--- src/rtl/gcd_controller.sv ---
// gcd_controller: FSM driving a subtractive GCD datapath with handshake and watchdog; GCD_ITER_COUNT_EN exposes the counter.
module gcd_controller #(
  parameter int ITER_W   = 16,
  parameter int MAX_ITER = 65535
) (
  input  logic clk,
  input  logic rst,
  input  logic start,
  input  logic gt,
  input  logic lt,
  input  logic eq,
  output logic ldA,
  output logic ldB,
  output logic sel1,
  output logic sel2,
  output logic sel_in,
  output logic busy,
  output logic done,
  output logic err
`ifdef GCD_ITER_COUNT_EN
  ,
  output logic [ITER_W-1:0] iter_count
`endif
);
  typedef enum logic [2:0] {IDLE, LOAD_A, LOAD_B, CMP, DONE, ERR} state_t;
  localparam logic [ITER_W-1:0] CNT_MAX = ITER_W'(MAX_ITER);
  state_t state, state_nx;
  logic [ITER_W-1:0] cnt, cnt_nx;
  logic legal, at_max;
  always_ff @(posedge clk) begin
    if (rst) begin
      state <= IDLE;
      cnt   <= '0;
    end else begin
      state <= state_nx;
      cnt   <= cnt_nx;
    end
  end
  // exactly one flag set: odd parity rules out 0 and 2, the AND rules out 3
  assign legal  = (gt ^ lt ^ eq) & ~(gt & lt & eq);
  assign at_max = cnt == CNT_MAX;
  assign busy   = state == LOAD_A || state == LOAD_B || state == CMP;
  assign done   = state == DONE;
  assign err    = state == ERR;
`ifdef GCD_ITER_COUNT_EN
  assign iter_count = cnt;
`endif
  always_comb begin
    state_nx = state;
    cnt_nx   = cnt;
    ldA      = 1'b0;
    ldB      = 1'b0;
    sel1     = 1'b0;
    sel2     = 1'b0;
    sel_in   = 1'b0;
    case (state)
      IDLE, DONE, ERR: begin
        state_nx = start ? LOAD_A : state == DONE ? IDLE : state;
        cnt_nx   = start ? '0 : cnt;
      end
      LOAD_A: begin
        sel_in   = 1'b1;
        ldA      = 1'b1;
        state_nx = LOAD_B;
      end
      LOAD_B: begin
        sel_in   = 1'b1;
        ldB      = 1'b1;
        state_nx = CMP;
      end
      CMP: begin
        state_nx = !legal ? ERR : eq ? DONE : at_max ? ERR : CMP;
        if (legal && !eq && !at_max) begin
          ldA    = gt;
          ldB    = lt;
          sel1   = lt;
          sel2   = gt;
          cnt_nx = cnt + 1'b1;
        end
      end
      default: state_nx = IDLE;
    endcase
  end
endmodule

--- config.mk ---
export PLATFORM = sky130hd
export DESIGN_NAME = gcd_controller
export DESIGN_NICKNAME = d
export VERILOG_FILES = /design/src/rtl/gcd_controller.sv
export SDC_FILE = /design/constraint.sdc
export NUM_CORES = 1
export LEC_CHECK = 0
export ABC_AREA = 1
export CAP_MARGIN = 30
export CORE_MARGIN = 2
export CORE_UTILIZATION = 40
export DETAILED_ROUTE_END_ITERATION = 8
export DONT_BUFFER_PORTS = 1
export PLACE_DENSITY = 0.6
export SYNTH_ARGS = -nofsm -noshare
export SYNTH_HDL_FRONTEND = slang
export SYNTH_SLANG_ARGS = --single-unit
export TNS_END_PERCENT = 10
--- constraint.sdc ---
create_clock -name clk -period 1.5 [get_ports clk]
set_input_delay 0.225 -clock clk [delete_from_list [all_inputs] [get_ports clk]]
set_output_delay 0.225 -clock clk [all_outputs]
set_load 0.03 [all_outputs]
==> metrics.cfg, run 1 <==
[routing]
drtAntennaViolNets = 0
drc_errors = 0
detailroute.via_count = 1400
via_per_inst = 4.96
dr.pass1.iters = 4
wire_per_inst_um = 11.8
wl_um = 3320
drt-initial-drc-count = 111

[sta]
slew_viol_final = 0
layout_setup_ws_ps = -164
slew_headroom_pct = 70.2
tightestPinTransition_ps = 446
setup_viol_count_final = 12
rsz0062_at_grt = yes
finalHoldViolCount = 0
fin_crit_sh_pct = 111
clock_skew_ps = 3.99
post-route-min-period_ps = 1660
finalSetupTns_ps = -857
whs_ps = 94.1
max_freq_mhz = 601

[logic_synthesis]
synthCells = 202
synth.avg_cell_area_sq_um = 6.33
seq_area_frac_synth_pct = 29.7
yosysUniqueCellTypes = 24
synth.cell_area_sq_um = 1280
synth_seq_cells = 19
synth_nets = 211
ys.warnings.count = 0

[cts]
clk_latency_ps = 310
cts_buffer_depth = 2
htreeDepth = 1
cts_buffers = 3
clk_pin_slew_ps = 110
cts_root_buffer = clkbuf_4
cts_sinks = 19
cts_tree = done

[finish]
final_cell_mix = 43 x nand2_1, 42 x nor2_1, 32 x buf_4
regArea_sq_um = 394
area_growth_pct = 31.4
n_fill_cell = 300
layout-drive-gt1-share_pct = 31.5
multi_input_area_sq_um = 851
final_nets = 248
insertedDiodeCount = 0
final_core_util_pct = 55.0
mostFrequentLayoutCell = nand2_1

[critical_path]
crit_path_max_incr_delay_ps = 370
crit_family = flip-flops
path_cells = ha_4 -> inv_4 -> nor2_8 -> nand2_4 -> o21bai_4 -> nor2_1 -> buf_4
start_kind = register
worstPathRequired_ps = 1270
crit_arrival_ps = 1440
critPathMaxFanout = 5
crit_path_end_kind = output port
cp_slowest_cell = dfxtp_2
worstSetupPathType = register to output port
cp.buffers_inverters = 2

[status]
violations = setup timing
status = finished, violations left

[die]
die_h_um = 60.5
std_cell_rows = 20
core_area_sq_um = 3050
pin_count = 14
die-area_sq_um = 3670
die_x_um = 60.5
start_util_pct = 41.9

[grt]
grt_max_degree = 22
grt_pass1_wl_um = 5550
antenna_found_initial = 0
gr-total-overflow = 0
track_usage_pct = 20.1
grt_pass1_vias = 1287

[placement]
port_buffers = 0
finalWeightedCongestion = 0.868
place_hpwl_um = 2460

[flow_run]
maxCapViolations = 0

[worst_hold_path]
hold_path_class = primary input to register

[power_and_ir_drop]
p_per_area_nw_per_um2 = 678
total_leakage_power_uw = 0.000695
peakVddDrop_v = 0.000514

-- layer usage --
metal,GRT usage [%],share of wire (%)
met5,0,0
met4,9.32,2.9
met3,2.56,5.1
met2,33.1,47
met1,26.4,45
-- Yosys cell counts --
cell | n | share of area, %
nand2_1 | 46 | 14
nor2_1 | 45 | 13
dfxtp_1 | 19 | 30
inv_1 | 19 | 5.6
nand3_1 | 17 | 6.7
a21oi_1 | 15 | 5.9
o21ai_0 | 7 | 2.7
nor2_2 | 4 | 2.0
ha_1 | 3 | 2.9
nand4_1 | 3 | 1.5
nor2_4 | 3 | 2.6
buf_6 | 2 | 1.8
inv_2 | 2 | 0.59
nand2_2 | 2 | 0.98
nand2_4 | 2 | 1.8
nor3_1 | 2 | 0.78
o21ai_1 | 2 | 0.78
o21bai_1 | 2 | 1.2
xor2_1 | 2 | 1.4
clkbuf_1 | 1 | 0.29
nor2_8 | 1 | 1.6
o21a_1 | 1 | 0.59
o21bai_4 | 1 | 1.5
o31ai_1 | 1 | 0.59
-- logic make-up (layout without fill, tap and decap cells) --
| group | count (synthesis) | in the layout | synth area share [%] |
|---|---|---|---|
| compound gates | 29 | 29 | 13.2 |
| xor+xnor | 2 | 2 | 1.37 |
| fa+ha+maj | 3 | 3 | 2.94 |
| buf+inv | 24 | 60 | 8.22 |
| flops | 19 | 19 | 29.7 |
| simple gates | 125 | 125 | 44.5 |
-- stage by stage --
| stage | total power [uW] | cell area (sq um) | worst slack (ps) | std cells |
|---|---|---|---|---|
| 6_report | 1140 | 1680 | -164 | 282 |
| 5_1_grt | 1200 | 1680 | -239 | 282 |
| 4_1_cts | 1110 | 1640 | -158 | 282 |
| 3_5_place_dp | 809 | 1500 | -153 | 269 |
| 3_3_place_gp | 803 | 1500 | -81.9 | 269 |
| 2_1_floorplan | 751 | 1280 | -149 | 202 |
-- worst reg2reg max path: cells and delay by family (launching register included) --
family,cells,cell delay [ps]
fa+ha+maj,1,150
buf+inv,2,190
flops,1,370
simple gates,8,750
-- repair_timing --
item | in CTS | in global routing
hold endpoints to repair | 10 | 0
setup endpoints to repair | 21 | 25
setup buffers | 8 | 0
resized for setup | 17 | 13
hold buffers | 1 | 0
pin swaps | 15 | 3
-- area by class of cell --
cell class / instances / share of cell area [%]
clock buffers: 4 / 1.56
repair buffers: 35 / 16.2
flip-flops and latches: 19 / 23.5
well taps: 44 / 3.28
inverters: 21 / 4.84
multi-input cells: 159 / 50.6
-- final timing paths --
kind / from / endpoint / slack (ps) / cells after the start
max: cnt[1] / sel1 / -160 / 7
min: rst / cnt[4] / 90 / 3
max reg2reg: cnt[1] / cnt[15] / -60 / 11
min reg2reg: cnt[4] / cnt[4] / 520 / 2
-- power by group --
part / leakage, uW / switching (uW) / internal (uW)
Combinational: 0.000521 / 205 / 116
Clock: 0.0000150 / 172 / 104
Sequential: 0.000159 / 18.1 / 524
Total: 0.000695 / 395 / 744
-- registers in the layout, summed over array words and instances, names as in the netlist --
name,cells
state,3
cnt,16
No activity file was read; power rests on OpenSTA's default activity.
==> run 2, diff against run 1 <==
PLACE_DENSITY = 0.58   (was 0.6)
clock period = 2 ns   (was 1.5 ns; I/O delays follow)
==> metrics.cfg, run 2 (same netlist as run 1, synthesis figures left out) <==
[status]
status = completed

[finish]
area_growth_pct = 12.1
top_register = cnt
largestRegisters = cnt x16, state x3
final_cell_mix = 46 x nand2_1, 45 x nor2_1, 18 x inv_1
mostFrequentLayoutCell = nand2_1
layout-drive-gt1-share_pct = 17.8
largest_register_ffs = 16
final_nets = 223
n_fill_cell = 324
insertedDiodeCount = 0

[sta]
post-route-min-period_ps = 1900
slew_viol_final = 0
tightestPinTransition_ps = 552
layout_setup_ws_ps = 104
clock_skew_ps = 1.86
finalSetupTns_ps = 0
setup_viol_count_final = 0
max_freq_mhz = 527
fin_crit_sh_pct = 94.8
rsz0062_at_grt = no
finalHoldViolCount = 0
slew_headroom_pct = 63.1

[die]
die-area_sq_um = 3670
start_util_pct = 41.9
die_h_um = 60.5
std_cell_rows = 20
pin_count = 14
die_x_um = 60.5
core_area_sq_um = 3050

[cts]
cts_sinks = 19
cts_tree = done
clk_pin_slew_ps = 120
cts_buffers = 3
holdBufCountCts = 0
htreeDepth = 1
clk_latency_ps = 300
cts_root_buffer = clkbuf_4
cts_buffer_depth = 2

[grt]
gr-total-overflow = 0
grt_max_degree = 22
antenna_found_initial = 0
grt_pass1_vias = 1146
grt_pass1_wl_um = 5180
track_usage_pct = 18.9

[routing]
wire_per_inst_um = 12.0
via_per_inst = 4.92
detailroute.via_count = 1264
drt-initial-drc-count = 71
drc_errors = 0
dr.pass1.iters = 4
drtAntennaViolNets = 0
wl_um = 3090

[critical_path]
crit_arrival_ps = 1600
rr_startpoint = cnt[0]
worstSetupPathType = register to output port
reg2reg_setup_slack_ps = 370
critPathMaxFanout = 6
r2r_cells = 9
crit_path_end_kind = output port
timing.rr.end = cnt[10]
worstPathRequired_ps = 1700
start_kind = register

[power_and_ir_drop]
switchingPower_uw = 278
comb_power_share_pct = 24.9
p_per_area_nw_per_um2 = 562
clockPowerShare_pct = 25.0
total_leakage_power_uw = 0.000556
peakVddDrop_v = 0.000271
p_seq_share_pct = 50.2
intPower_uw = 528
switching_share_pct = 34.5

[placement]
port_buffers = 0
place_hpwl_um = 2290
finalWeightedCongestion = 0.874
post-place-ws_ps = 210

[flow_run]
maxCapViolations = 0

[worst_hold_path]
min-delay-start = rst
hold_path_class = primary input to register
hold_depth = 1
hold_path_end = cnt[12]

## run 2: changes by cell type in the layout (fill, tap and decap cells not counted), moves of 2 or more
| cell | previous run | this run |
|---|---|---|
| nor2_2 | 7 | 4 |
| nor2_1 | 42 | 45 |
| nand2_2 | 4 | 2 |
| o21ai_0 | 4 | 6 |
| dfxtp_2 | 11 | 6 |
| buf_4 | 32 | 10 |
| nand2_1 | 43 | 46 |
| o21ai_2 | 2 | 0 |
| buf_6 | 2 | 0 |
| dfxtp_1 | 8 | 12 |
## run 2: how the worst max path moves through the flow
stage            from  cells after the start  endpoint  slack (ps)
2_1_floorplan  cnt[0]                      6       ldA          50
3_3_place_gp   cnt[0]                      7       ldB         300
3_5_place_dp   cnt[1]                      7       ldA         210
4_1_cts        cnt[0]                      7       ldA           4
5_1_grt        cnt[1]                      7       ldB           2
6_report       cnt[0]                      7       ldB         100
## run 2: metrics by stage
| step | std cells | hold WS, ps | power (uW) | cell area [sq um] | util (%) |
|---|---|---|---|---|---|
| 6_report | 257 | 42.8 | 806 | 1430 | 47.0 |
| 5_1_grt | 257 | 15.3 | 856 | 1430 | 47.0 |
| 4_1_cts | 256 | 41.5 | 806 | 1410 | 46.1 |
| 3_5_place_dp | 249 | 374 | 598 | 1350 | 44.3 |
| 3_3_place_gp | 249 | 371 | 594 | 1350 | 44.3 |
| 2_1_floorplan | 202 | 472 | 563 | 1280 | - |
## run 2: power groups by stage
stage | sequential [uW] | combinational [uW] | clock, uW
6_report | 404 | 200 | 201
5_1_grt | 406 | 219 | 231
4_1_cts | 402 | 194 | 210
3_5_place_dp | 410 | 188 | 0
3_3_place_gp | 409 | 185 | 0
2_1_floorplan | 408 | 155 | 0
## run 2: layout make-up
type,instances,area [sq um],share of cell area [%]
well taps,44,55.1,3.84
inverters,21,78.8,5.50
clock buffers,3,22.5,1.57
repair buffers,10,75.1,5.24
multi-input cells,159,806,56.2
clock inverters,1,5.00,0.349
flip-flops and latches,19,392,27.3
## run 2: critical path, cell delays in order, from the launching register on
cell	delay [ps]
dfxtp_4	390
ha_4	150
inv_2	60
nor2_8	140
nand2_4	90
o21bai_4	190
o21ai_0	100
buf_4	180
## run 2: metal layers
metal / vias up / share of wire, % / track usage [%]
met5: - / 0 / 0
met4: 0 / 1.4 / 5.90
met3: 6 / 3.2 / 3.20
met2: 20 / 49 / 34.0
met1: 573 / 46 / 23.1
li1: 665 / - / -
## run 2: repair_timing
| action | in CTS | in global routing |
|---|---|---|
| pin swaps | 1 | 1 |
| endpoints found under the setup margin | 4 | 4 |
| buffers inserted | 3 | 1 |
| resized for setup | 3 | 9 |
==> run 3, diff against run 2 <==
clock period = 1.8 ns   (was 2 ns; I/O delays follow)
==> metrics.cfg, run 3 (same netlist as run 1, synthesis figures left out) <==
[sta]
layout_setup_ws_ps = -14.8
post-route-min-period_ps = 1810
finalSetupTns_ps = -29.1
whs_ps = 17.6
rsz0062_at_grt = yes
tightestPinTransition_ps = 566
setup_viol_count_final = 2
slew_headroom_pct = 62.1
slew_viol_final = 0
max_freq_mhz = 551
fin_crit_sh_pct = 101
finalHoldViolCount = 0
clock_skew_ps = 1.10

[critical_path]
crit_family = flip-flops
r2r_cells = 8
cp.buffers_inverters = 2
worstSetupPathType = register to output port
rr_startpoint = cnt[1]
cp_slowest_cell = dfxtp_2
start_kind = register
crit_path_max_incr_delay_ps = 380
critPathMaxFanout = 6
reg2reg_setup_slack_ps = 250
crit_arrival_ps = 1540
path_cells = ha_4 -> inv_4 -> nor2_8 -> nand2_4 -> o21bai_4 -> o21ai_1 -> buf_4
worstPathRequired_ps = 1530
crit_path_end_kind = output port
timing.rr.end = cnt[0]

[die]
die_h_um = 60.5
std_cell_rows = 20
die_x_um = 60.5
start_util_pct = 41.9
die-area_sq_um = 3670
core_area_sq_um = 3050
pin_count = 14

[status]
status = finished, violations left
violations = setup timing

[cts]
htreeDepth = 1
clk_pin_slew_ps = 120
cts_buffer_depth = 2
clk_latency_ps = 300
cts_root_buffer = clkbuf_4
cts_tree = done
cts_buffers = 3
cts_sinks = 19

[finish]
n_fill_cell = 331
mostFrequentLayoutCell = nor2_1
instances_no_fill = 263
largestRegisters = cnt x16, state x3
area_growth_pct = 16.9
regArea_sq_um = 395
final_core_util_pct = 49.0
top_register = cnt
multi_input_area_sq_um = 813
insertedDiodeCount = 0
layout-drive-gt1-share_pct = 23.3
final_nets = 229
final_cell_mix = 45 x nor2_1, 43 x nand2_1, 18 x inv_1
largest_register_ffs = 16

[routing]
drtAntennaViolNets = 0
via_per_inst = 5.10
wl_um = 3310
drt-initial-drc-count = 117
detailroute.via_count = 1342
dr.pass1.iters = 4
wire_per_inst_um = 12.6
drc_errors = 0

[flow_run]
maxCapViolations = 0

[power_and_ir_drop]
total_leakage_power_uw = 0.000594
p_per_area_nw_per_um2 = 608
peakVddDrop_v = 0.000441

[worst_hold_path]
hold_path_class = primary input to register
min-delay-start = rst
hold_depth = 1
hold_path_end = cnt[12]

[grt]
grt_pass1_vias = 1222
antenna_found_initial = 0
gr-total-overflow = 0
grt_pass1_wl_um = 5620
grt_max_degree = 22
track_usage_pct = 20.7

[placement]
place_hpwl_um = 2400
place_inst = 252
finalWeightedCongestion = 0.892
port_buffers = 0

-- run 3: cell count changes in the layout (fill, tap and decap cells not counted), moves of 3 or more --
| cell | previous run | this run |
|---|---|---|
| dfxtp_2 | 6 | 12 |
| dfxtp_1 | 12 | 7 |
| buf_4 | 10 | 15 |
| nand2_1 | 46 | 43 |
| nand2_2 | 2 | 5 |
-- run 3: area by class of cell --
cell class                      count  share of cell area (%)
Tap cell                           44                    3.68
Inverter                           21                    5.44
Sequential cell                    19                    26.4
Multi-Input combinational cell    159                    54.4
Clock buffer                        3                    1.51
Clock inverter                      1                   0.335
Timing Repair Buffer               16                    8.20
-- run 3: worst max path at each step --
stage	start	to	slack (ps)	cells past startpoint
2_1_floorplan	cnt[0]	ldA	-120	6
3_3_place_gp	cnt[0]	cnt[4]	120	8
3_5_place_dp	cnt[1]	ldB	70	7
4_1_cts	cnt[0]	ldB	0.9	7
5_1_grt	cnt[11]	ldB	-100	6
6_report	cnt[1]	ldB	-10	7
-- run 3: where the power goes --
| group | internal (uW) | total, uW | switching, uW | leakage (uW) |
|---|---|---|---|---|
| clock network | 82.9 | 226 | 143 | 0.0000177 |
| logic | 72.1 | 234 | 162 | 0.000416 |
| registers | 436 | 449 | 13.6 | 0.000159 |
| total | 590 | 909 | 319 | 0.000594 |
-- run 3: metrics by stage --
| stage | worst slack (ps) | total power (uW) | area (sq um) |
|---|---|---|---|
| global route | -101 | 961 | 1500 |
| floorplan | -123 | 625 | 1280 |
| CTS | 0.925 | 907 | 1460 |
| global placement | 123 | 659 | 1380 |
| detailed placement | 73.8 | 665 | 1380 |
| finish | -14.8 | 909 | 1500 |
-- run 3: repair_timing --
item	4_1_cts	5_1_grt
pin swaps	2	6
buffers inserted	3	3
endpoints found under the hold margin	0	7
endpoints found under the setup margin	4	4
resized for setup	18	3
hold buffers	0	1
-- run 3: routing by layer --
metal	wire length, um	up-vias	GRT usage (%)
li1	-	681	-
met1	1560	610	25.8
met2	1520	41	34.2
met3	135	10	5.97
met4	89	0	7.14
met5	0	-	0
